--- config.mk ---
export PLATFORM = sky130hd
export DESIGN_NAME = pipe_stage_skid
export DESIGN_NICKNAME = d
export VERILOG_FILES = /design/src/rtl/pipe_pkg.sv /design/src/rtl/pipe_sat_counter.sv /design/src/rtl/pipe_stage_skid.sv
export SDC_FILE = /design/constraint.sdc
export NUM_CORES = 1
export LEC_CHECK = 0
export ABC_AREA = 1
export BUFFER_PORTS_ARGS = -buffer_cell sky130_fd_sc_hd__buf_2
export CAP_MARGIN = 20
export CORE_ASPECT_RATIO = 0.5
export CORE_MARGIN = 5
export CORE_UTILIZATION = 45
export CTS_CLUSTER_DIAMETER = 200
export DETAILED_ROUTE_END_ITERATION = 6
export GPL_TIMING_DRIVEN = 0
export PLACE_DENSITY = 0.74
export SLEW_MARGIN = 5
export SYNTH_ARGS = -nofsm -noshare
export SYNTH_HDL_FRONTEND = slang
export SYNTH_HIERARCHICAL = 1
export SYNTH_SLANG_ARGS = --single-unit
--- constraint.sdc ---
create_clock -name clk_i -period 3.35 [get_ports clk_i]
set_clock_uncertainty 0.1 [all_clocks]
set_input_delay 0.67 -clock clk_i [delete_from_list [all_inputs] [get_ports clk_i]]
set_output_delay 0.67 -clock clk_i [all_outputs]
set_load 0.01 [all_outputs]
--- src/rtl/pipe_pkg.sv ---
// Shared pipeline-stage types: occupancy encoding and the default counter width
// used by every stage instance and the hazard/forwarding logic.
package pipe_pkg;

  localparam int unsigned PIPE_CNT_W = 16;

  typedef enum logic [1:0] {
    OCC_EMPTY = 2'd0,
    OCC_ONE   = 2'd1,
    OCC_FULL  = 2'd2
  } pipe_occ_e;

endpackage

--- src/rtl/pipe_sat_counter.sv ---
// Saturating event counter: counts qualifying cycles, sticks at all-ones,
// cleared only by the synchronous reset.
module pipe_sat_counter #(
  parameter int unsigned CNT_W = 16
) (
  input  logic             clk_i,
  input  logic             rst_i,
  input  logic             inc_i,
  output logic [CNT_W-1:0] cnt_o
);

  always_ff @(posedge clk_i) begin
    if (rst_i) begin
      cnt_o <= '0;
    end else if (inc_i && (cnt_o != '1)) begin
      cnt_o <= cnt_o + 1'b1;
    end
  end

endmodule

--- src/rtl/pipe_stage_skid.sv ---
// Elastic pipeline-stage register with valid/ready handshake, flush and a 2-entry skid buffer.
// Define PIPE_STAGE_PERF_EN to add the stall/bubble performance counters.
module pipe_stage_skid
  import pipe_pkg::*;
#(
  parameter int unsigned          DATA_W     = 64,
  parameter logic [DATA_W-1:0]    RESET_DATA = '0,
  parameter int unsigned          CNT_W      = PIPE_CNT_W
) (
  input  logic              clk_i,
  input  logic              rst_i,
  input  logic              flush_i,
  input  logic              up_valid_i,
  output logic              up_ready_o,
  input  logic [DATA_W-1:0] up_data_i,
  output logic              dn_valid_o,
  input  logic              dn_ready_i,
  output logic [DATA_W-1:0] dn_data_o,
`ifdef PIPE_STAGE_PERF_EN
  output logic [CNT_W-1:0]  stall_cnt_o,
  output logic [CNT_W-1:0]  bubble_cnt_o,
`endif
  output logic [1:0]        occupancy_o
);

  pipe_occ_e         state_q, state_d;
  logic [DATA_W-1:0] main_q, main_d;
  logic [DATA_W-1:0] skid_q, skid_d;
  logic              up_ready_q, dn_valid_q;
  logic              up_xfer, dn_xfer;

  assign up_ready_o  = up_ready_q;
  assign dn_valid_o  = dn_valid_q;
  assign dn_data_o   = main_q;
  assign occupancy_o = state_q;

  assign up_xfer = up_valid_i && up_ready_q;
  assign dn_xfer = dn_valid_q && dn_ready_i;

  // Main reg always holds the oldest beat; skid only fills when the stage stalls with one held.
  always_comb begin
    state_d = state_q;
    main_d  = main_q;
    skid_d  = skid_q;
    unique case (state_q)
      OCC_EMPTY: begin
        if (up_xfer) begin
          state_d = OCC_ONE;
          main_d  = up_data_i;
        end
      end
      OCC_ONE: begin
        if (up_xfer && dn_xfer) begin
          main_d = up_data_i;
        end else if (dn_xfer) begin
          state_d = OCC_EMPTY;
        end else if (up_xfer) begin
          state_d = OCC_FULL;
          skid_d  = up_data_i;
        end
      end
      OCC_FULL: begin
        if (dn_xfer) begin
          state_d = OCC_ONE;
          main_d  = skid_q;
        end
      end
      default: begin
        state_d = OCC_EMPTY;
      end
    endcase
    if (flush_i) begin
      state_d = OCC_EMPTY;
      main_d  = RESET_DATA;
    end
  end

  always_ff @(posedge clk_i) begin
    if (rst_i) begin
      state_q    <= OCC_EMPTY;
      main_q     <= RESET_DATA;
      skid_q     <= RESET_DATA;
      up_ready_q <= 1'b1;
      dn_valid_q <= 1'b0;
    end else begin
      state_q    <= state_d;
      main_q     <= main_d;
      skid_q     <= skid_d;
      up_ready_q <= (state_d != OCC_FULL);
      dn_valid_q <= (state_d != OCC_EMPTY);
    end
  end

`ifdef PIPE_STAGE_PERF_EN
  pipe_sat_counter #(.CNT_W(CNT_W)) u_stall_cnt (
    .clk_i (clk_i),
    .rst_i (rst_i),
    .inc_i (dn_valid_q && !dn_ready_i),
    .cnt_o (stall_cnt_o)
  );

  pipe_sat_counter #(.CNT_W(CNT_W)) u_bubble_cnt (
    .clk_i (clk_i),
    .rst_i (rst_i),
    .inc_i (!dn_valid_q && dn_ready_i),
    .cnt_o (bubble_cnt_o)
  );
`else
  // Keeps CNT_W referenced when the counters are compiled out.
  logic [CNT_W-1:0] unused_cnt_w;
  assign unused_cnt_w = '0;
`endif

endmodule

==> summary.txt <==
Synthesis
  – Largest area contributor in the synthesized netlist: dfxtp_1
  – Top cells by area, synth: dfxtp_1, nor2_1, nand2_1
  – Top cell type's share of synthesized area: 45.02%
  – Yosys cell types: 20
  – Avg Cell Area, Syn: 6.551 um^2
  – Proportion of synthesized chip area in sequential cells: 45.02%
  – Synth Warn #: 6
  – Mapped Cells: 896
  – Synthesis-stage register bit count: 132
  – Area of the mapped netlist: 5869 um^2
  – Synthesized Nets: 965

Critical path
  – Setup crit end: occupancy_o[0]
  – CP max-delay cell: dfxtp_1
  – CP startpoint: occupancy_o[0]
  – Worst Path Required: 2580 ps
  – Reg-to-Reg End: dn_data_o[29]
  – CP bufs+invs: 1
  – R2r setup slk: 1680 ps
  – CP Capture Type: output port
  – Top Family by Delay on Critical Path: flip-flops
  – Crit. path cell count: 1
  – Top fanout value on the critical path: 5
  – Slowest Stage Delay on Critical Path: 400 ps
  – Worst path cell trace: buf_2
  – R2R Path Start: occupancy_o[1]
  – CP Data Arrival Time: 980 ps
  – Setup crit start kind: flop
  – Critical path class: reg -> out
  – R2R depth: 9

Power
  – Peak VDD IR: 0.0002768 V
  – Internal power: 3.127 mW
  – Switch Pwr: 1.031 mW
  – Clock Power Share: 48.8%
  – Tot Pwr: 4.158 mW
  – Switching part of the total: 24.80%
  – Comb power frac: 10.8%
  – Pwr Density: 561.9 nW/um^2
  – Sequential power share: 40.4%
  – Pleak: 3.929 nW

Detailed routing
  – Via count: 5863
  – Routed len/inst: 13.36 um
  – First-pass iteration count of the detailed router: 5
  – DRC: 0
  – Vias/cell: 4.755
  – Final ANT Viol Nets: 0
  – Initial DRC Count: 431
  – Post-Route WL: 16.47 mm

Cells and area
  – Nets: 1120
  – Multi-input gate area: 2644 um^2
  – Post-Layout Cell Count: 1233
  – Share of cells above drive strength 1: 20.79%
  – # diodes: 0
  – Layout fillers: 1228
  – Register area: 2643 um^2
  – Design area: 7400 um^2
  – Syn-to-layout area delta: 26.07%

Placed design
  – Placed insts: 1202
  – GP Congestion: 0.8068
  – Port buffer count: 136
  – Placed inst area: 6763 um^2
  – Placed wire-length estimate: 11.49 mm

Floorplanning
  – Core Area: 12700 um^2
  – Die Wd: 171.5 um
  – Ports: 137
  – Initial Util: 46.22%
  – Die ar.: 15570 um^2
  – Die Y: 90.76 um
  – Site Rows: 29

STA
  – Fin crit period: 1750 ps
  – Slew @ Worst Pin: 488.8 ps
  – Fin crit share: 52.24%
  – Slew margin rel.: 67.42%
  – Unrepaired setup endpoints after global routing: false
  – Fin. Hold Viols: 0
  – Final setup violation count: 0
  – Setup tns final: 0 ps
  – Max-slew violation count: 0
  – Fmax: 0.5715 GHz

CTS
  – Clock slew at reported path FFs: 60 ps
  – Post-CTS Hold Buffers: 0
  – Number of gates resized after cts: 0
  – Clock Path Buffers: 2
  – CTS tree: yes
  – Htree depth: 4
  – Clock latency on the worst-skew pair: 420 ps
  – Clock Tree Root: clkbuf_16
  – Clock Sinks: 132
  – TritonCTS buffer count: 17
  – Post-CTS Setup Inserts: 0

Global route
  – Gr usage total: 21.59%
  – First-pass GRT wire length: 27.45 mm
  – Initial antenna violation count: 1
  – Largest net degree at the start of global routing: 17
  – Vias in the first global route: 5734
  – Gr ovfl total: 0

Worst hold path
  – Hold Path Class: in -> reg

Run status
  – Outcome: finished clean

Job
  – Max-cap violations: 0
==> synth_stat cells <==
master,n
a21oi_1,1
buf_1,1
buf_2,34
buf_4,1
buf_6,12
clkbuf_1,12
clkinv_1,2
dfxtp_1,132
inv_1,53
inv_2,4
nand2_1,237
nand2_2,1
nand3_1,66
nor2_1,259
nor2_2,1
nor3_1,1
o21ai_0,4
o21ai_1,61
o21bai_1,13
or2_2,1
==> sequential cells by signal (all words and copies together), names as in the netlist <==
name and flops:
dn_data_o 64, skid_q 64, occupancy_o 2, dn_valid_o 1, up_ready_o 1
==> layout by cell type (no fill, tap or decap) <==
master      instances
a21oi_1             1
buf_1               1
buf_2             170
buf_4               1
buf_6              12
bufinv_16           5
clkbuf_1           12
clkbuf_16          17
clkinv_1            2
clkinv_2            4
clkinv_4            3
clkinvlp_4          2
dfxtp_1           132
inv_1              53
inv_2               4
nand2_1           237
nand2_2             1
nand3_1            66
nor2_1            259
nor2_2              1
nor3_1              1
o21ai_0             4
o21ai_1            61
o21bai_1           13
or2_2               1
==> cell type report <==
| class | instances | share of cell area [%] |
|---|---|---|
| clock inverter | 14 | 2.858 |
| timing repair buffer | 136 | 9.199 |
| multi-input combinational | 645 | 35.73 |
| sequential | 132 | 35.71 |
| buffer | 60 | 4.887 |
| clock buffer | 17 | 5.749 |
| inverter | 59 | 2.993 |
| tap | 170 | 2.875 |
==> per-stage QoR <==
stage / util [%] / hold WS, ps / setup slack [ps]
2_1_floorplan: - / 362.4 / 1795
3_5_place_dp: 53.25 / 372.8 / 1415
5_1_grt: 58.27 / 374.7 / 1529
4_1_cts: 58.27 / 359.9 / 1592
6_report: 58.27 / 365.6 / 1600
3_3_place_gp: 53.25 / 359.9 / 1404
==> power groups by stage <==
stage	Combinational (mW)	Clock (mW)	Sequential (mW)
floorplan	0.261	0	1.73
global placement	0.440	0	1.71
detailed placement	0.446	0	1.71
CTS	0.450	2.05	1.68
global route	0.512	2.12	1.69
finish	0.449	2.03	1.68
==> cell families after synthesis <==
group | count (synthesis) | synth area share, %
DFF | 132 | 45.02
and+or+nand+nor | 566 | 37.75
AOI/OAI and AO/OA | 79 | 7.290
buffers and inverters | 119 | 9.934
==> per-layer routing <==
layer	track usage, %	part of all wire, %
met4	7.251	2.0
met1	28.53	46
met3	4.941	6.1
met5	0	0.079
met2	34.75	46
==> worst min path at each step <==
stage,startpoint,endpoint,slack [ps],depth (start not counted)
CTS,rst_i,dn_valid_o,360,2
finish,rst_i,dn_valid_o,370,2
global route,rst_i,dn_valid_o,370,2
detailed placement,dn_data_o[24],dn_data_o[24],370,2
global placement,dn_data_o[24],dn_data_o[24],360,2
floorplan,skid_q[10],skid_q[10],360,2
(Power assumes the default switching activity.)
